`config.mk`:
```
export PLATFORM = sky130hd
export DESIGN_NAME = kbd_fifo_flat
export DESIGN_NICKNAME = d
export VERILOG_FILES = /design/src/rtl/kbd_pkg.sv /design/src/rtl/kbd_fifo_if.sv /design/src/rtl/kbd_fifo_rise_detect.sv /design/src/rtl/kbd_fifo.sv /design/src/flat_wrapper.sv
export SDC_FILE = /design/constraint.sdc
export NUM_CORES = 1
export LEC_CHECK = 0
export CAP_MARGIN = 20
export CORE_AREA = 5 5 137 100
export DETAILED_ROUTE_END_ITERATION = 12
export DIE_AREA = 0 0 142 105
export GPL_ROUTABILITY_DRIVEN = 0
export HOLD_SLACK_MARGIN = 0.1
export SETUP_SLACK_MARGIN = 0.05
export SKIP_CTS_REPAIR_TIMING = 1
export SLEW_MARGIN = 20
export SYNTH_ARGS = -nofsm -noshare
export SYNTH_HDL_FRONTEND = slang
export SYNTH_SLANG_ARGS = --single-unit
```
`constraint.sdc`:
```
create_clock -name clock -period 1.14 [get_ports clock]
set_input_delay 0.342 -clock clock [delete_from_list [all_inputs] [get_ports clock]]
set_output_delay 0.342 -clock clock [all_outputs]
set_load 0.1 [all_outputs]
```
`src/rtl/kbd_pkg.sv`:
```
// Shared defaults, pointer-width helper and head-output layout for the keyboard FIFO.
package kbd_pkg;

  localparam int DATA_W_DEF = 7;
  localparam int DEPTH_DEF  = 8;
  localparam int DROP_W_DEF = 8;

  function automatic int ptr_w(input int depth);
    return $clog2(depth);
  endfunction

  typedef struct packed {
    logic                  strb;
    logic [DATA_W_DEF-1:0] code;
  } head_t;

endpackage

```
`src/rtl/kbd_fifo_if.sv`:
```
// Bus between the key producer / CPU decode side (master) and the keyboard FIFO (slave).
interface kbd_fifo_if #(
  parameter int DATA_W = 7,
  parameter int DEPTH  = 8,
  parameter int DROP_W = 8
);
  logic [DATA_W-1:0]      wr_data;
  logic                   wr_strb;
  logic                   clr;
  logic                   flush;
  logic [DATA_W:0]        kbd;
  logic                   kbd_strb;
  logic [$clog2(DEPTH):0] count;
  logic                   full;
  logic                   ovf;
  logic [DROP_W-1:0]      drop_cnt;

  modport master (
    output wr_data, wr_strb, clr, flush,
    input  kbd, kbd_strb, count, full, ovf, drop_cnt
  );

  modport slave (
    input  wr_data, wr_strb, clr, flush,
    output kbd, kbd_strb, count, full, ovf, drop_cnt
  );
endinterface

```
`src/rtl/kbd_fifo_rise_detect.sv`:
```
// One-cycle pulse on a rising edge of d; a level already high when reset releases is not an edge.
module rise_detect (
  input  logic clock,
  input  logic res,
  input  logic d,
  output logic q_pulse
);
  logic d_q;
  logic armed;

  always_ff @(posedge clock or posedge res) begin
    if (res) begin
      d_q   <= 1'b0;
      armed <= 1'b0;
    end else begin
      d_q   <= d;
      armed <= 1'b1;
    end
  end

  assign q_pulse = d & ~d_q & armed;
endmodule

```
`src/rtl/kbd_fifo.sv`:
```
// Keyboard code FIFO between ps2ctrlr and address_decode; head presented with strobe in the MSB.
module kbd_fifo
  import kbd_pkg::*;
#(
  parameter int DATA_W   = DATA_W_DEF,
  parameter int DEPTH    = DEPTH_DEF,
  parameter int DROP_W   = DROP_W_DEF,
  parameter int EDGE_POP = 1
) (
  input logic       clock,
  input logic       res,
  kbd_fifo_if.slave bus
);
  localparam int PW = ptr_w(DEPTH);
  localparam int CW = PW + 1;
  localparam logic [CW-1:0] FULL_CNT = CW'(DEPTH);

  logic [1:0]        rst_sync;
  logic              rst_int;
  logic              push_ev, pop_ev;
  logic              do_push, do_pop;
  logic [DATA_W-1:0] mem [DEPTH];
  logic [PW-1:0]     wr_ptr, rd_ptr, wr_ptr_n, rd_ptr_n;
  logic [CW-1:0]     count_q, count_n;
  logic              ovf_q, ovf_n, full_q, strb_q;
  logic [DROP_W-1:0] drop_q, drop_n;
  logic [DATA_W-1:0] code_q, code_n;

  // Assert immediately, release only on a clock edge.
  always_ff @(posedge clock or posedge res) begin
    if (res) rst_sync <= 2'b11;
    else     rst_sync <= {rst_sync[0], 1'b0};
  end
  assign rst_int = rst_sync[1];

  rise_detect u_push_det (.clock(clock), .res(rst_int), .d(bus.wr_strb), .q_pulse(push_ev));

  generate
    if (EDGE_POP != 0) begin : g_pop_edge
      rise_detect u_pop_det (.clock(clock), .res(rst_int), .d(bus.clr), .q_pulse(pop_ev));
    end else begin : g_pop_level
      assign pop_ev = bus.clr;
    end
  endgenerate

  always_comb begin
    wr_ptr_n = wr_ptr;
    rd_ptr_n = rd_ptr;
    count_n  = count_q;
    ovf_n    = ovf_q;
    drop_n   = drop_q;
    do_pop   = 1'b0;
    do_push  = 1'b0;
    code_n   = '0;
    if (bus.flush) begin
      wr_ptr_n = '0;
      rd_ptr_n = '0;
      count_n  = '0;
      ovf_n    = 1'b0;
      drop_n   = '0;
    end else begin
      do_pop  = pop_ev && (count_q != '0);
      // A same-cycle pop frees the slot a full FIFO needs for the push.
      do_push = push_ev && ((count_q != FULL_CNT) || do_pop);
      if (do_pop)  rd_ptr_n = rd_ptr + PW'(1);
      if (do_push) wr_ptr_n = wr_ptr + PW'(1);
      case ({do_push, do_pop})
        2'b10:   count_n = count_q + CW'(1);
        2'b01:   count_n = count_q - CW'(1);
        default: count_n = count_q;
      endcase
      if (push_ev && !do_push) begin
        ovf_n = 1'b1;
        if (drop_q != '1) drop_n = drop_q + DROP_W'(1);
      end
    end
    // The new head may be the code being written this very cycle.
    if (count_n == '0)                      code_n = '0;
    else if (do_push && rd_ptr_n == wr_ptr) code_n = bus.wr_data;
    else                                    code_n = mem[rd_ptr_n];
  end

  always_ff @(posedge clock) begin
    if (do_push) mem[wr_ptr] <= bus.wr_data;
  end

  always_ff @(posedge clock or posedge rst_int) begin
    if (rst_int) begin
      wr_ptr  <= '0;
      rd_ptr  <= '0;
      count_q <= '0;
      ovf_q   <= 1'b0;
      drop_q  <= '0;
      full_q  <= 1'b0;
      strb_q  <= 1'b0;
      code_q  <= '0;
    end else begin
      wr_ptr  <= wr_ptr_n;
      rd_ptr  <= rd_ptr_n;
      count_q <= count_n;
      ovf_q   <= ovf_n;
      drop_q  <= drop_n;
      full_q  <= (count_n == FULL_CNT);
      strb_q  <= (count_n != '0);
      code_q  <= code_n;
    end
  end

  assign bus.kbd      = {strb_q, code_q};
  assign bus.kbd_strb = strb_q;
  assign bus.count    = count_q;
  assign bus.full     = full_q;
  assign bus.ovf      = ovf_q;
  assign bus.drop_cnt = drop_q;
endmodule

```
`src/flat_wrapper.sv`:
```
// flat-port wrapper written by rule: the top's interface ports become plain ports
module kbd_fifo_flat import kbd_pkg::*;
#(
  parameter int DATA_W   = DATA_W_DEF,
  parameter int DEPTH    = DEPTH_DEF,
  parameter int DROP_W   = DROP_W_DEF,
  parameter int EDGE_POP = 1
)
  (clock, res, bus_wr_data, bus_wr_strb, bus_clr, bus_flush, bus_kbd, bus_kbd_strb, bus_count, bus_full, bus_ovf, bus_drop_cnt);
  kbd_fifo_if #(.DATA_W(DATA_W), .DEPTH(DEPTH), .DROP_W(DROP_W)) bus_i ();
  input logic clock;
  input logic res;
  input wire logic [$bits(bus_i.wr_data)-1:0] bus_wr_data;
  input wire logic [$bits(bus_i.wr_strb)-1:0] bus_wr_strb;
  input wire logic [$bits(bus_i.clr)-1:0] bus_clr;
  input wire logic [$bits(bus_i.flush)-1:0] bus_flush;
  output wire logic [$bits(bus_i.kbd)-1:0] bus_kbd;
  output wire logic [$bits(bus_i.kbd_strb)-1:0] bus_kbd_strb;
  output wire logic [$bits(bus_i.count)-1:0] bus_count;
  output wire logic [$bits(bus_i.full)-1:0] bus_full;
  output wire logic [$bits(bus_i.ovf)-1:0] bus_ovf;
  output wire logic [$bits(bus_i.drop_cnt)-1:0] bus_drop_cnt;
  assign bus_i.wr_data = bus_wr_data;
  assign bus_i.wr_strb = bus_wr_strb;
  assign bus_i.clr = bus_clr;
  assign bus_i.flush = bus_flush;
  assign bus_kbd = bus_i.kbd;
  assign bus_kbd_strb = bus_i.kbd_strb;
  assign bus_count = bus_i.count;
  assign bus_full = bus_i.full;
  assign bus_ovf = bus_i.ovf;
  assign bus_drop_cnt = bus_i.drop_cnt;
  kbd_fifo #(.DATA_W(DATA_W), .DEPTH(DEPTH), .DROP_W(DROP_W), .EDGE_POP(EDGE_POP)) u_core (.clock(clock), .res(res), .bus(bus_i));
endmodule
```
==> run_results.csv, run 1 <==
group,metric,value,unit
flow_run,maxCapViolations,0,
clocking,clock_latency,0.34,ns
layout,layout.nets,447,
global_route,grt_max_degree,26,
power_and_ir_drop,p_leak,2.45,nW
route,vias,3040,
hold_path,hold_path_class,"flop to async pin",
clocking,cts_tree,"yes",
setup_path,start_kind,"flop",
place,portBuffers,34,
outcome,outcome,"finished, violations left",
logic_synthesis,syn_area_per_cell,13.7,sq um
timing,rsz0062_at_grt,"yes",
setup_path,end_kind,"flop",
timing,finalSetupViolations,107,
timing,max_freq,355,MHz
logic_synthesis,async_reset_ff_share,37.1,%
floorplan,rows,34,
layout,finish.utilization,53.0,%
setup_path,arrival,3.01,ns
global_route,grt_pass1_wl,16600,um
timing,hold_viol,0,
global_route,grt-ovfl-total,0,
route,routedWlPerCell,17.7,um
logic_synthesis,ys_seq_area_share,59.7,%
layout,drive_gt1_share,48.6,%
power_and_ir_drop,p_per_area,1160,mW/mm^2
floorplan,start_util,34.6,%
logic_synthesis,synthCells,307,
logic_synthesis,yosys_warnings,0,
timing,worst_slack,-1.68,ns
setup_path,worstPathRequired,1.33,ns
timing,holdWs,0.198,ns
global_route,grt_pass1_vias,3004,
timing,finalCritPeriodShare,247,%
setup_path,crit_fanout,8,
logic_synthesis,synth_ff_type,"edfxtp_1",
global_route,antenna_found_initial,0,
floorplan,core_region_area,0.0122,sq mm
clocking,cts_max_path_buffers,2,
floorplan,dieArea,0.0149,sq mm
layout,area_growth,53.4,%
route,wirelength,10600,um
floorplan,die_h,105,um
timing,period_minus_slack,2.82,ns
power_and_ir_drop,vdd_drop_max,0.660,mV
timing,finalClockSkew,0.00588,ns
clocking,tritoncts.num_buffers,9,
route,drtAntennaViolNets,0,
clocking,clkSlewWorstSetupHoldPaths,0.07,ns
clocking,htree_levels,3,
logic_synthesis,syn_nets,325,
logic_synthesis,ys_types,64,
global_route,grtUsageTotal,14.2,%
clocking,cts-root-buf,"clkbuf_16",
route,drc,0,
logic_synthesis,ys_seq_elements,89,
logic_synthesis,syn_area,0.00420,sq mm
setup_path,critical_path_class,"flop to flop",
route,vias_per_cell,5.10,
timing,slew_violations,0,
floorplan,die_x,142,um
route,drt_iter0_drc,204,
outcome,failed_checks,"setup timing",
place,hpwl,7270,um
clocking,cts.sink_count,89,
floorplan,ios,35,
layout,diodes,0,
logic_synthesis,synth_edf_count,56,
place,place_ws,-2.02,ns
route,dr.pass1.iters,4,
-- report_power, final --
group          internal [mW]  total, mW  switching (mW)
registers               3.48       3.52          0.0392
clock network           1.76       3.04            1.28
logic                  0.376      0.909           0.534
total                   5.62       7.47            1.85
-- flip-flops by register name, indices dropped and copies added, names as in the netlist --
name / count
u_core.bus.count: 4
u_core.rd_ptr: 3
u_core.wr_ptr: 3
u_core.u_push_det.armed: 1
u_core.u_push_det.d_q: 1
u_core.bus.kbd_strb: 1
u_core.bus.ovf: 1
u_core.bus.drop_cnt: 8
u_core.rst_sync: 2
u_core.bus.full: 1
u_core.code_q: 7
u_core.mem: 56
u_core.g_pop_edge.u_pop_det.d_q: 1
-- layout make-up --
cell class,instances,area (sq um)
clock buffers,11,275
clock inverters,5,41.3
fillers,1030,5720
inverters,11,51.3
multi-input cells,191,1810
flip-flops and latches,89,2540
well taps,162,203
repair buffers,127,1530
-- layout by cell type (no fill, tap or decap), drive strengths merged, types with 3 or more instances in the layout --
cell | netlist | routed
clkbuf | 5 | 11
and3 | 10 | 10
a311oi | 8 | 8
ha | 5 | 5
nor3b | 3 | 3
inv | 10 | 12
a211o | 3 | 3
dfrtp | 31 | 31
o21ai | 8 | 8
mux2 | 9 | 9
mux4 | 6 | 6
and2 | 3 | 3
buf | 11 | 116
a31oi | 4 | 4
a2111oi | 3 | 3
xnor2 | 6 | 6
clkdlybuf4s50 | 0 | 10
nand4 | 3 | 3
a21o | 7 | 7
or4 | 3 | 3
nor2 | 18 | 18
nand2 | 12 | 12
nor3 | 15 | 15
o221ai | 6 | 6
nand2b | 8 | 8
a21oi | 10 | 10
mux2i | 4 | 4
nand3 | 10 | 10
xor2 | 5 | 5
edfxtp | 56 | 56
-- synthesized netlist by cell type (2+ instances only) --
library cell / instances / area (sq um)
and3b_1: 2 / 17.5
buf_2: 3 / 15.0
nor2_1: 17 / 63.8
a311oi_1: 8 / 70.1
edfxtp_1: 56 / 1680
dfstp_2: 2 / 52.6
a31oi_1: 4 / 25.0
mux2_4: 6 / 90.1
o21ai_0: 8 / 40.0
nand3_1: 9 / 45.0
and2_1: 2 / 12.5
a2111oi_0: 3 / 26.3
clkbuf_1: 5 / 18.8
buf_6: 3 / 33.8
dfrtp_1: 31 / 776
mux2_2: 2 / 22.5
a21o_1: 7 / 52.6
ha_1: 5 / 62.6
nand3b_1: 2 / 15.0
a21oi_1: 9 / 45.0
nand2b_1: 8 / 50.1
conb_1: 2 / 7.51
nor3_1: 15 / 75.1
nand2_1: 12 / 45.0
xor2_1: 5 / 43.8
inv_1: 9 / 33.8
and3_1: 10 / 62.6
buf_4: 2 / 15.0
o221ai_2: 6 / 90.1
nand4_1: 3 / 18.8
a211o_1: 3 / 26.3
or4_1: 2 / 15.0
xnor2_1: 6 / 52.6
mux4_1: 5 / 131
nor3b_1: 3 / 22.5
mux2i_1: 4 / 40.0
-- per-layer routing --
metal  global-route usage, %  wire length (um)
met2                    20.1              4860
met5                       0                 0
met3                    3.65               763
met1                    21.5              4850
met4                    3.63               101
-- final timing paths --
kind | startpoint | endpoint | slack, ns | cells after the start
worst max-delay path | u_core.bus.count[3]$_DFF_PP0_ | u_core.code_q[5]$_DFF_PP0_ | -1.68 | 10
worst min-delay path | u_core.rst_sync[1]$_DFF_PP1_ | u_core.bus.drop_cnt[5]$_DFFE_PP0P_ | 0.20 | 1
worst max register to register | u_core.bus.count[3]$_DFF_PP0_ | u_core.code_q[5]$_DFF_PP0_ | -1.68 | 10
worst min register to register | u_core.rst_sync[1]$_DFF_PP1_ | u_core.bus.drop_cnt[5]$_DFFE_PP0P_ | 0.20 | 1
max in group asynchronous | u_core.rst_sync[1]$_DFF_PP1_ | u_core.bus.kbd_strb$_DFF_PP0_ | 0.48 | 2
min in group clock | bus_clr | u_core.g_pop_edge.u_pop_det.d_q$_DFF_PP0_ | 0.28 | 2
-- critical path, cell delays in order, from the launching register on --
cell and delay (ns):
dfrtp_4 0.51, nor4_4 0.35, nor2_4 0.08, ha_1 0.37
xnor2_4 0.26, a2111oi_2 0.10, a211o_1 0.29, a211o_1 0.29
a211oi_4 0.21, buf_12 0.16, a311oi_1 0.05
-- kinds of logic after synthesis --
| group | synth area share [%] |
|---|---|
| simple gates | 13.2 |
| flops | 59.7 |
| compound gates | 11.2 |
| buf+inv | 3.96 |
| mux | 7.56 |
| xor+xnor | 2.29 |
| fa+ha+maj | 1.96 |
| other cells | 0.179 |
-- per-stage QoR --
step	power, mW	setup TNS (ns)	instances	instance area [sq um]
global route	7.75	-101.18	596	6450
global placement	4.42	-122.60	566	5770
CTS	7.48	-96.95	582	6080
detailed placement	4.44	-125.31	566	5770
finish	7.47	-90.73	596	6450
floorplan	4.03	-84.01	307	4390
No activity file was read; power rests on OpenSTA's default activity.
==> inputs of run 2 (changes only) <==
CORE_AREA = 5 5 116 118   (was 5 5 137 100)
DIE_AREA = 0 0 121 123   (was 0 0 142 105)
==> run 2 against run 1 <==
Compared with the run above:
- the run still ends with setup timing left
- flip-flop and latch count unchanged
- die area down 0.18%
- via count up 1.8%
- hold slack better by 0.057 ns
- clock skew about the same
- sequential power about the same
- critical path type unchanged
- fmax up 1.6%
==> run_results.csv, run 2 (synthesis results as in run 1) <==
group,metric,value,unit
layout,drive_gt1_share,50.8,%
layout,top_register,"u_core.mem",
setup_path,timing.rr.start,"u_core.bus.count[0]$_DFF_PP0_",
hold_path,hold_path_class,"flop to async pin",
timing,holdWs,0.255,ns
route,routedWlPerCell,16.7,um
setup_path,end_kind,"flop",
setup_path,slowest_delay,0.49,ns
floorplan,core_region_area,0.0124,sq mm
clocking,cts.sink_count,89,
clocking,clkSlewWorstSetupHoldPaths,0.06,ns
power_and_ir_drop,clkPwrFrac,40.0,%
setup_path,crit_chain,"nor4_4 > nor2_2 > fa_2 > xnor2_4 > a2111oi_2 > a211o_1 > a211o_1 > a211oi_4 > buf_12 > a311oi_1",
power_and_ir_drop,vdd_drop_max,0.739,mV
setup_path,slowest_stage,"dfrtp_4",
layout,layout_commonest_cell,"buf_4",
layout,layout.nets,466,
power_and_ir_drop,cellInternalPower,5.63,mW
setup_path,rrSetupSlack,-1.63,ns
layout,nFillCells,1014,
global_route,grt_max_degree,21,
floorplan,start_util,34.0,%
setup_path,critical_path_class,"flop to flop",
route,drc,0,
timing,period_minus_slack,2.77,ns
route,vias,3094,
clocking,tritoncts.num_buffers,9,
route,drt_iter0_drc,129,
clocking,htree_levels,3,
setup_path,crit_buf_inv,1,
layout,largest_reg_flops,56,
clocking,cts-root-buf,"clkbuf_16",
place,portBuffers,34,
flow_run,maxCapViolations,0,
route,wirelength,10400,um
power_and_ir_drop,power_frac_comb,12.8,%
route,vias_per_cell,4.95,
setup_path,worst_path_dominant_cell_family,"compound AO/OA/AOI/OAI gates",
power_and_ir_drop,p_leak,2.53,nW
timing,worst_slack,-1.63,ns
route,drtAntennaViolNets,0,
power_and_ir_drop,switching_share,24.8,%
clocking,clock_latency,0.34,ns
layout,area_growth,56.3,%
layout,layout.cells.non_filler,625,
timing,rsz0062_at_grt,"yes",
setup_path,crit_start,"u_core.bus.count[0]$_DFF_PP0_",
global_route,grt_pass1_wl,16100,um
power_and_ir_drop,power,7.48,mW
power_and_ir_drop,power_switching,1.85,mW
floorplan,die_x,121,um
floorplan,die_h,123,um
global_route,antenna_found_initial,0,
timing,finalCritPeriodShare,243,%
floorplan,rows,41,
place,dp.cells,584,
power_and_ir_drop,power_frac_seq,47.1,%
outcome,outcome,"finished, violations left",
global_route,grtUsageTotal,14.3,%
outcome,failed_checks,"setup timing",
clocking,cts_tree,"yes",
timing,slew_violations,0,
floorplan,dieArea,0.0149,sq mm
timing,finalClockSkew,0.00599,ns
timing,hold_viol,0,
power_and_ir_drop,p_per_area,1140,mW/mm^2
layout,final_cell_mix,"80 x buf_4, 56 x edfxtp_1, 32 x buf_12",
setup_path,worstPathRequired,1.34,ns
setup_path,start_kind,"flop",
timing,max_freq,360,MHz
setup_path,crit_fanout,8,
route,dr.pass1.iters,4,
layout,diodes,0,
global_route,grt_pass1_vias,3163,
place,hpwl,6930,um
clocking,cts_max_path_buffers,2,
layout,finish.utilization,53.1,%
setup_path,worst_path_most_repeated_cell,"a211o_1",
global_route,grt-ovfl-total,0,
floorplan,ios,35,
timing,finalSetupViolations,107,
setup_path,arrival,2.97,ns
## run 2: cell count changes in the layout (fill, tap and decap cells not counted), sizes merged
cell	delta
bufinv	+1
clkbuf	-1
clkinv	+2
clkinvlp	-1
buf	+18
## run 2: power by group through the flow
stage               combinational [mW]  sequential (mW)  clock [mW]
floorplan                        0.281             3.75           0
global placement                 0.836             3.59           0
detailed placement               0.848             3.59           0
CTS                              0.850             3.53        3.06
global route                      1.01             3.53        3.18
finish                           0.961             3.53        3.00
## run 2: final timing paths
| path | to | depth (start not counted) |
|---|---|---|
| setup reg to reg | u_core.code_q[0]$_DFF_PP0_ | 10 |
| hold / removal | u_core.bus.drop_cnt[4]$_DFFE_PP0P_ | 2 |
| min in group clock | u_core.g_pop_edge.u_pop_det.d_q$_DFF_PP0_ | 2 |
| hold reg to reg | u_core.bus.drop_cnt[4]$_DFFE_PP0P_ | 2 |
| max in group asynchronous | u_core.bus.count[3]$_DFF_PP0_ | 2 |
| setup / recovery | u_core.code_q[0]$_DFF_PP0_ | 10 |
## run 2: cell type report
type / count / area (sq um) / area share (%)
Sequential cell: 89 / 2540 / 38.7
Multi-Input combinational cell: 191 / 1850 / 28.1
Timing Repair Buffer: 145 / 1610 / 24.4
Clock buffer: 10 / 229 / 3.49
Tap cell: 172 / 215 / 3.28
Clock inverter: 6 / 75.1 / 1.14
Inverter: 11 / 51.3 / 0.781
Timing Repair inverter: 1 / 6.26 / 0.0952
## run 2: routing by layer
metal / up-vias / GRT usage, % / wire length (um)
li1: 1462 / - / -
met1: 1561 / 17.8 / 4430
met5: - / 0 / 0
met2: 58 / 24.7 / 5490
met4: 0 / 5.38 / 175
met3: 13 / 2.61 / 311
## run 2: per-stage QoR
stage               setup TNS, ns  area (sq um)  setup slack [ns]
floorplan                  -84.01          4390             -1.83
global placement          -124.03          5790             -1.86
detailed placement        -125.50          5790             -1.95
CTS                        -98.19          6090             -1.63
global route              -106.46          6570             -1.79
finish                     -98.55          6570             -1.63
## run 2: worst min-delay path, stage by stage (launching register included)
cell     delay, ns
dfstp_2       0.36
inv_1         0.06
buf_4         0.19
==> inputs of run 3 (changes only) <==
CORE_AREA = 5 5 92 94   (was 5 5 116 118)
DIE_AREA = 0 0 97 99   (was 0 0 121 123)
PLACE_DENSITY = 0.78   (was unset)
==> run 3 against run 2 <==
Compared with the run above:
- the flow still finishes with violations (setup timing)
- critical endpoint is now u_core.code_q[2]$_DFF_PP0_
- setup slack worse by 0.17 ns
- sequential share of layout area is 1.0 points higher
- highest routed layer unchanged
- total power is 6.4% lower
==> run_results.csv, run 3 (synthesis results as in run 1) <==
group,metric,value,unit
outcome,outcome,"finished, violations left",
outcome,failed_checks,"setup timing",
clocking,htree_levels,3,
route,drc,0,
global_route,grtUsageTotal,21.5,%
layout,diodes,0,
timing,period_minus_slack,2.94,ns
layout,nFillCells,327,
route,dr.pass1.iters,4,
layout,final_cell_mix,"62 x buf_4, 56 x edfxtp_1, 32 x buf_12",
timing,hold_viol,0,
power_and_ir_drop,p_per_area,1090,mW/mm^2
route,drtAntennaViolNets,0,
floorplan,die_h,99,um
layout,drive_gt1_share,50.8,%
timing,finalSetupTns,-97.61,ns
setup_path,start_kind,"flop",
global_route,grt_pass1_wl,16300,um
route,wirelength,12600,um
setup_path,worstRegToRegCells,10,
setup_path,arrival,3.20,ns
place,hpwl,7210,um
layout,seq_area,0.00254,sq mm
floorplan,start_util,55.6,%
global_route,antenna_found_initial,0,
clocking,clock_latency,0.36,ns
setup_path,critical_path_class,"flop to flop",
timing,finalCritPeriodShare,258,%
timing,slew_headroom,39.8,%
route,vias_per_cell,6.09,
timing,rsz0062_at_grt,"yes",
clocking,clkSlewWorstSetupHoldPaths,0.10,ns
layout,finish.utilization,84.6,%
global_route,grt_pass1_vias,3104,
clocking,cts-root-buf,"clkbuf_8",
layout,layout.nets,458,
place,portBuffers,34,
layout,largest_reg_flops,56,
route,drt_iter0_drc,314,
power_and_ir_drop,p_leak,2.47,nW
global_route,grt_max_degree,29,
layout,layout_commonest_cell,"buf_4",
clocking,tritoncts.num_buffers,9,
floorplan,rows,32,
layout,multi_input_area,0.00185,sq mm
timing,tightest_slew,0.894,ns
timing,slew_violations,0,
floorplan,ios,35,
setup_path,crit_fanout,8,
setup_path,end_kind,"flop",
floorplan,die_x,97,um
timing,finalSetupViolations,107,
layout,top_register,"u_core.mem",
clocking,cts.sink_count,89,
setup_path,worstPathRequired,1.40,ns
global_route,grt-ovfl-total,0,
place,place_ws,-2.01,ns
hold_path,hold_path_class,"flop to async pin",
timing,worst_slack,-1.80,ns
timing,max_freq,340,MHz
timing,finalClockSkew,0.0117,ns
flow_run,maxCapViolations,0,
clocking,cts_tree,"yes",
route,routedWlPerCell,23.0,um
floorplan,dieArea,0.00960,sq mm
clocking,cts_max_path_buffers,2,
power_and_ir_drop,vdd_drop_max,1.00,mV
setup_path,crit_start,"u_core.bus.count[3]$_DFF_PP0_",
power_and_ir_drop,power,7.00,mW
route,vias,3330,
floorplan,core_region_area,0.00757,sq mm
layout,area_growth,52.3,%
setup_path,timing.rr.start,"u_core.bus.count[3]$_DFF_PP0_",
timing,holdWs,0.149,ns
==> run 3: cell types whose count changed in the layout (fill, tap and decap cells not counted), sizes merged <==
cell           before  now
buf               134  126
bufinv              1    2
clkbuf             10   11
clkdlybuf4s50      10   11
clkinvlp            1    0
dlymetal6s2s        1    0
inv                12   11
==> run 3: per-stage QoR <==
step	area, sq um	std cells
2_1_floorplan	4390	307
3_3_place_gp	5640	509
3_5_place_dp	5640	509
4_1_cts	5870	525
5_1_grt	6400	547
6_report	6400	547
==> run 3: worst paths after layout <==
kind                                                       to  slack, ns
setup / recovery                   u_core.code_q[2]$_DFF_PP0_      -1.80
hold / removal             u_core.bus.drop_cnt[5]$_DFFE_PP0P_       0.15
setup reg to reg                   u_core.code_q[2]$_DFF_PP0_      -1.80
hold reg to reg            u_core.bus.drop_cnt[5]$_DFFE_PP0P_       0.15
max in group asynchronous       u_core.bus.count[3]$_DFF_PP0_       0.57
min in group clock               u_core.rst_sync[1]$_DFF_PP1_       0.36
==> run 3: worst max-delay path, stage by stage (launching register included) <==
cell	delay [ns]
dfrtp_4	0.50
nor4_4	0.39
nor2_4	0.08
fa_2	0.55
inv_1	0.10
a2111oi_2	0.41
o21a_1	0.19
a211o_1	0.18
a211oi_4	0.06
buf_6	0.14
a311oi_1	0.24
==> run 3: layout make-up <==
| class | count | area share, % |
|---|---|---|
| Tap cell | 102 | 1.99 |
| Inverter | 11 | 0.919 |
| Sequential cell | 89 | 39.7 |
| Clock inverter | 6 | 1.56 |
| Clock buffer | 10 | 1.99 |
| Multi-Input combinational cell | 191 | 28.9 |
| Timing Repair Buffer | 138 | 24.9 |
==> run 3: metal layers <==
layer	routed length [um]	track usage, %
met4	396	6.59
met2	6380	36.2
met1	4960	28.3
met5	0	0
met3	833	4.46
==> run 3: power by group <==
part | switching, mW | internal [mW]
registers | 0.0392 | 3.48
clock network | 1.22 | 1.28
logic | 0.580 | 0.405
